[src/rtl/hw_config_bank_if.sv]
// IO-select bus between the CPU IO decoder and the hardware-config bank.
// One-hot selects plus single-cycle rd/wr strobes; read data comes back registered.
interface hw_config_bank_if;
   logic        sel_memory;
   logic        sel_devices;
   logic        sel_cpuinfo;
   logic        sel_cycles_lo;
   logic        sel_cycles_hi;
   logic        sel_uptime;
   logic        sel_scratch;
   logic        rd;
   logic        wr;
   logic [31:0] wdata;
   logic [31:0] rdata;
   logic        rdata_valid;

   modport master (
      output sel_memory, sel_devices, sel_cpuinfo, sel_cycles_lo, sel_cycles_hi,
             sel_uptime, sel_scratch, rd, wr, wdata,
      input  rdata, rdata_valid
   );

   modport slave (
      input  sel_memory, sel_devices, sel_cpuinfo, sel_cycles_lo, sel_cycles_hi,
             sel_uptime, sel_scratch, rd, wr, wdata,
      output rdata, rdata_valid
   );
endinterface

[src/rtl/hw_config_bank.sv]
// Hardware-config register bank: RAM/DEVICES/CPUINFO constants plus a wide cycle
// counter (coherent LO/HI read), a millisecond uptime counter and a scratch register.
module hw_config_bank #(
   parameter int unsigned RAM_BYTES     = 6144,
   parameter logic [31:0] DEVICES       = 32'h0010_0007,
   parameter int unsigned FREQ_MHZ      = 50,
   parameter int unsigned COUNTER_WIDTH = 24
) (
   input logic             clk,
   input logic             reset,
   hw_config_bank_if.slave bus
);
   // hi_shadow keeps one dummy bit when the counter fits in 32 bits; it is never set then.
   localparam int unsigned HW      = (COUNTER_WIDTH > 32) ? COUNTER_WIDTH - 32 : 1;
   localparam logic [19:0] PRE_MAX = 20'(FREQ_MHZ * 1000 - 1);
   localparam logic [31:0] CPUINFO = (32'(FREQ_MHZ) << 16) | 32'(COUNTER_WIDTH);

   logic [COUNTER_WIDTH-1:0] counter;
   logic [HW-1:0]            hi_shadow;
   logic [19:0]              prescaler;
   logic [31:0]              uptime;
   logic [31:0]              scratch;
   logic [31:0]              rval;
   logic [63:0]              cnt_ext;
   logic [HW+31:0]           load_val;
   logic [6:0]               sel_raw;
   logic [6:0]               s;

   assign sel_raw = {bus.sel_scratch, bus.sel_uptime, bus.sel_cycles_hi, bus.sel_cycles_lo,
                     bus.sel_cpuinfo, bus.sel_devices, bus.sel_memory};
   // Isolate the lowest set bit: memory has the highest priority.
   assign s        = sel_raw & (~sel_raw + 7'd1);
   assign cnt_ext  = 64'(counter);
   assign load_val = {hi_shadow, bus.wdata};

   assign rval = ({32{s[0]}} & 32'(RAM_BYTES))
               | ({32{s[1]}} & DEVICES)
               | ({32{s[2]}} & CPUINFO)
               | ({32{s[3]}} & cnt_ext[31:0])
               | ({32{s[4]}} & 32'(hi_shadow))
               | ({32{s[5]}} & uptime)
               | ({32{s[6]}} & scratch);

   always_ff @(posedge clk) begin
      if (reset) begin
         counter         <= '0;
         hi_shadow       <= '0;
         prescaler       <= '0;
         uptime          <= '0;
         scratch         <= '0;
         bus.rdata       <= '0;
         bus.rdata_valid <= 1'b0;
      end else begin
         bus.rdata       <= bus.rd ? rval : '0;
         bus.rdata_valid <= bus.rd;

         if (bus.wr && s[3])
            counter <= load_val[COUNTER_WIDTH-1:0];
         else
            counter <= counter + COUNTER_WIDTH'(1);

         // LO read snapshots the upper bits so a later HI read is coherent.
         if (bus.rd && s[3])
            hi_shadow <= cnt_ext[32 +: HW];
         else if (bus.wr && s[4] && (COUNTER_WIDTH > 32))
            hi_shadow <= bus.wdata[HW-1:0];

         if (bus.wr && s[5]) begin
            prescaler <= '0;
            uptime    <= bus.wdata;
         end else if (prescaler == PRE_MAX) begin
            prescaler <= '0;
            uptime    <= uptime + 32'd1;
         end else begin
            prescaler <= prescaler + 20'd1;
         end

         if (bus.wr && s[6])
            scratch <= bus.wdata;
      end
   end
endmodule

[src/flat_wrapper.sv]
// flat-port wrapper written by rule: the top's interface ports become plain ports
module hw_config_bank_flat 
#(
   parameter int unsigned RAM_BYTES     = 6144,
   parameter logic [31:0] DEVICES       = 32'h0010_0007,
   parameter int unsigned FREQ_MHZ      = 50,
   parameter int unsigned COUNTER_WIDTH = 24
)
  (clk, reset, bus_sel_memory, bus_sel_devices, bus_sel_cpuinfo, bus_sel_cycles_lo, bus_sel_cycles_hi, bus_sel_uptime, bus_sel_scratch, bus_rd, bus_wr, bus_wdata, bus_rdata, bus_rdata_valid);
  hw_config_bank_if bus_i ();
  input logic clk;
  input logic reset;
  input wire logic [$bits(bus_i.sel_memory)-1:0] bus_sel_memory;
  input wire logic [$bits(bus_i.sel_devices)-1:0] bus_sel_devices;
  input wire logic [$bits(bus_i.sel_cpuinfo)-1:0] bus_sel_cpuinfo;
  input wire logic [$bits(bus_i.sel_cycles_lo)-1:0] bus_sel_cycles_lo;
  input wire logic [$bits(bus_i.sel_cycles_hi)-1:0] bus_sel_cycles_hi;
  input wire logic [$bits(bus_i.sel_uptime)-1:0] bus_sel_uptime;
  input wire logic [$bits(bus_i.sel_scratch)-1:0] bus_sel_scratch;
  input wire logic [$bits(bus_i.rd)-1:0] bus_rd;
  input wire logic [$bits(bus_i.wr)-1:0] bus_wr;
  input wire logic [$bits(bus_i.wdata)-1:0] bus_wdata;
  output wire logic [$bits(bus_i.rdata)-1:0] bus_rdata;
  output wire logic [$bits(bus_i.rdata_valid)-1:0] bus_rdata_valid;
  assign bus_i.sel_memory = bus_sel_memory;
  assign bus_i.sel_devices = bus_sel_devices;
  assign bus_i.sel_cpuinfo = bus_sel_cpuinfo;
  assign bus_i.sel_cycles_lo = bus_sel_cycles_lo;
  assign bus_i.sel_cycles_hi = bus_sel_cycles_hi;
  assign bus_i.sel_uptime = bus_sel_uptime;
  assign bus_i.sel_scratch = bus_sel_scratch;
  assign bus_i.rd = bus_rd;
  assign bus_i.wr = bus_wr;
  assign bus_i.wdata = bus_wdata;
  assign bus_rdata = bus_i.rdata;
  assign bus_rdata_valid = bus_i.rdata_valid;
  hw_config_bank #(.RAM_BYTES(RAM_BYTES), .DEVICES(DEVICES), .FREQ_MHZ(FREQ_MHZ), .COUNTER_WIDTH(COUNTER_WIDTH)) u_core (.clk(clk), .reset(reset), .bus(bus_i));
endmodule
[config.mk]
export PLATFORM = sky130hd
export DESIGN_NAME = hw_config_bank_flat
export DESIGN_NICKNAME = d
export VERILOG_FILES = /design/src/rtl/hw_config_bank_if.sv /design/src/rtl/hw_config_bank.sv /design/src/flat_wrapper.sv
export SDC_FILE = /design/constraint.sdc
export NUM_CORES = 1
export LEC_CHECK = 0
export ABC_CLOCK_PERIOD_IN_PS = 2700
export CAP_MARGIN = 20
export CORE_MARGIN = 3
export CORE_UTILIZATION = 55
export CTS_CLUSTER_DIAMETER = 50
export DETAILED_ROUTE_END_ITERATION = 6
export DONT_BUFFER_PORTS = 1
export MAX_ROUTING_LAYER = met4
export PLACE_DENSITY = 0.67
export RECOVER_POWER = 100
export SYNTH_ARGS = -nofsm -noshare
export SYNTH_HDL_FRONTEND = slang
export SYNTH_SLANG_ARGS = --single-unit
[constraint.sdc]
create_clock -name clk -period 2.7 [get_ports clk]
set_clock_uncertainty 0.05 [all_clocks]
set_input_delay 0.27 -clock clk [delete_from_list [all_inputs] [get_ports clk]]
set_output_delay 0.27 -clock clk [all_outputs]
set_load 0.02 [all_outputs]
==> run_results.csv <==
group,metric,value,unit
worst_setup_path,worst-setup-path-type,"reg2reg",
yosys,netlist_area,0.00624,sq mm
clock_tree,cts_htree_levels,4,
timing,slew_headroom,8.96,%
timing,max_freq,405,MHz
worst_setup_path,required,2970,ps
global_routing,grt_pass1_vias,5143,
cells_and_area,multiInputGateArea,0.00318,sq mm
yosys,ys_async_sr_fraction,0,%
yosys,ys_seq_elements,141,
timing,setup_viol,0,
pwr,irDropWorstVdd,0.889,mV
clock_tree,root_buffer,"clkbuf_16",
global_routing,grt_antenna_before_repair,0,
pwr,total_power,4.68,mW
floorplan,die_h,113,microns
cells_and_area,drive_gt1_share,8.55,%
clock_tree,cts.clk_slew.worst_paths,60,ps
timing,final-hold-violation-count,0,
routing,drc,0,
timing,min_period,2470,ps
cells_and_area,area_growth,18.0,%
worst_setup_path,worstSetupEndpointType,"flip-flop",
worst_hold_path,hold_depth,2,
status,status,"complete, no violations",
place,port_buffers,0,
routing,routed_wl,16500,microns
floorplan,initial_utilization,56.8,%
timing,holdWs,7.24,ps
worst_setup_path,r2r_setup_slack,230,ps
place,pre_cts_ws,219,ps
yosys,synth_edf_count,0,
routing,wl_met2,7490,microns
cells_and_area,final_nets,805,
place,post-dp-hpwl,10600,microns
yosys,syn_area_per_cell,8.52,sq um
worst_hold_path,min_from,"bus_wdata[22]",
timing,min_period_over_period,91.5,%
cells_and_area,fillers,930,
yosys,synth_ff_type,"dfxtp_1",
global_routing,grt_pass1_wl,26800,microns
clock_tree,numCtsBuffers,17,
routing,drt_iter0_markers,688,
yosys,synthDistinctLibCells,41,
worst_hold_path,min_delay_worst_endpoint,"u_core.uptime[22]",
timing,setup_tns,0,ps
clock_tree,postCtsSetupRepairBufs,0,
floorplan,io_pins,76,
clock_tree,cts_tree,"yes",
floorplan,dieArea,0.0127,sq mm
worst_setup_path,start_kind,"flip-flop",
cells_and_area,seq_area,0.00282,sq mm
global_routing,grt_usage,27.2,%
global_routing,grt_max_degree,89,
routing,ant_nets,0,
pwr,powerDensity,636,mW/mm^2
clock_tree,cts_max_path_buffers,2,
routing,top_layer,"met4",
routing,wl_met1,7400,microns
timing,fin_ws,229,ps
clock_tree,clkLatencyLatePin,420,ps
yosys,netlist_instances,732,
yosys,syn_nets,778,
routing,met3WireLength,1220,microns
yosys,ys_warn_count,0,
routing,wl_per_cell,18.1,microns
place,globalplace.congestion,0.844,
worst_hold_path,hold_class,"in2reg",
clock_tree,clock_sinks,141,
floorplan,die_w,113,microns
pwr,leakage,2.38,nW
cells_and_area,diodes,0,
worst_setup_path,reg2reg_depth,6,
timing,rsz0062_at_grt,"no",
timing,drv_slew,0,
routing,num_vias,5563,
global_routing,grt_overflow,0,
worst_setup_path,r2r_end,"u_core.uptime[30]",
timing,worst_pin_slew,1360,ps
worst_setup_path,rr_startpoint,"u_core.prescaler[9]",
job,maxCapViolCount,0,
floorplan,core_area,0.0110,sq mm
routing,dr.pass1.iters,6,
routing,vias_per_cell,6.10,
yosys,synth-seq-area-share,45.2,%
worst_setup_path,worstPathArrival,2750,ps
worst_setup_path,crit_fanout,10,
floorplan,rows,38,
==> stage by stage <==
stage	utilization (%)	instances	instance area [sq um]
3_5_place_dp	58.6	845	6430
2_1_floorplan	-	732	6240
5_1_grt	67.0	912	7360
6_report	67.0	912	7360
4_1_cts	67.5	912	7410
3_3_place_gp	58.6	845	6430
==> synthesized netlist by cell type, types with 7 or more instances <==
cell / number / area, sq um
a211oi_1: 42 / 315
a21oi_1: 41 / 205
a221oi_1: 10 / 87.6
a222oi_1: 14 / 140
a22oi_1: 8 / 60.1
a311oi_1: 13 / 114
and3_1: 9 / 56.3
and4_1: 7 / 61.3
clkbuf_1: 48 / 180
dfxtp_1: 141 / 2820
inv_1: 11 / 41.3
nand2_1: 89 / 334
nand3_1: 28 / 140
nand4_1: 20 / 125
nor2_1: 112 / 420
nor3_1: 13 / 65.1
nor4_2: 9 / 113
o21ai_0: 7 / 35.0
o31ai_1: 7 / 52.6
or3_1: 7 / 43.8
or4_1: 8 / 60.1
xnor2_1: 32 / 280
xor2_1: 26 / 228
==> state kept, by name (all words and copies together) (netlist names) <==
| register | cells |
|---|---|
| u_core.bus.rdata_valid | 1 |
| u_core.bus.rdata | 32 |
| u_core.prescaler | 20 |
| u_core.counter | 24 |
| u_core.uptime | 32 |
| u_core.scratch | 32 |
==> how the worst max path moves through the flow <==
stage	start	end
2_1_floorplan	u_core.prescaler[14]	u_core.uptime[20]
3_3_place_gp	u_core.prescaler[9]	u_core.uptime[24]
3_5_place_dp	u_core.prescaler[14]	u_core.uptime[24]
4_1_cts	u_core.prescaler[9]	u_core.uptime[24]
5_1_grt	u_core.prescaler[14]	u_core.uptime[30]
6_report	u_core.prescaler[9]	u_core.uptime[30]
==> cell type report <==
type	instances	share of cell area (%)
clock buffer	20	6.34
clock inverter	12	1.94
inverter	11	0.561
multi-input combinational	528	43.1
sequential	141	38.3
tap	140	2.38
timing repair buffer	60	7.32
==> worst max-delay path, stage by stage, from the launching register on <==
cell,delay (ps)
dfxtp_1,370
or4bb_1,560
nor3_1,280
nand4_1,130
clkbuf_2,220
or4_1,500
a311oi_1,270
==> repair_timing <==
action | in CTS | in global routing
endpoints found under the hold margin | 89 | 0
gates resized for setup | 0 | 1
endpoints found under the setup margin | 0 | 1
hold buffers | 35 | 0
==> power by group <==
| part | total (mW) | switching [mW] | internal, mW |
|---|---|---|---|
| Sequential | 2.14 | 0.0318 | 2.11 |
| Combinational | 0.166 | 0.0924 | 0.0734 |
| Clock | 2.38 | 0.866 | 1.51 |
==> placed cells by master (no fill, tap or decap), drive strengths merged, types with 3 or more instances in the layout <==
cell / synthesis / layout
bufinv: 0 / 3
clkinvlp: 0 / 3
o21ai: 7 / 7
or3: 7 / 7
dfxtp: 141 / 141
nand2: 89 / 89
nand3: 28 / 28
a222oi: 14 / 14
nor2: 112 / 112
a22oi: 8 / 8
and4: 7 / 7
clkbuf: 48 / 28
o31ai: 7 / 7
or4: 9 / 9
clkinv: 0 / 6
a211oi: 42 / 42
xor2: 26 / 26
inv: 11 / 11
a221oi: 10 / 10
nor3: 13 / 13
nor4b: 4 / 4
buf: 4 / 18
ha: 3 / 3
and2: 4 / 4
a21oi: 41 / 41
dlygate4sd3: 0 / 34
and3: 9 / 9
a311oi: 13 / 13
xnor2: 32 / 32
nand4: 21 / 21
nor4: 12 / 12
==> cells by family after synthesis <==
| family | share of synthesized area, % |
|---|---|
| DFF | 45.2 |
| buffers and inverters | 3.97 |
| and+or+nand+nor | 25.3 |
| adders and majority gates | 0.602 |
| xor gates and xnor gates | 8.14 |
| muxes | 0.160 |
| AOI/OAI and AO/OA | 16.5 |
==> layer usage <==
| metal | GRT usage [%] | vias to the layer above |
|---|---|---|
| met2 | 41.3 | 222 |
| met4 | 10.1 | 0 |
| li1 | - | 2692 |
| met3 | 6.47 | 30 |
| met5 | - | - |
| met1 | 35.6 | 2619 |
(Power assumes the default switching activity.)
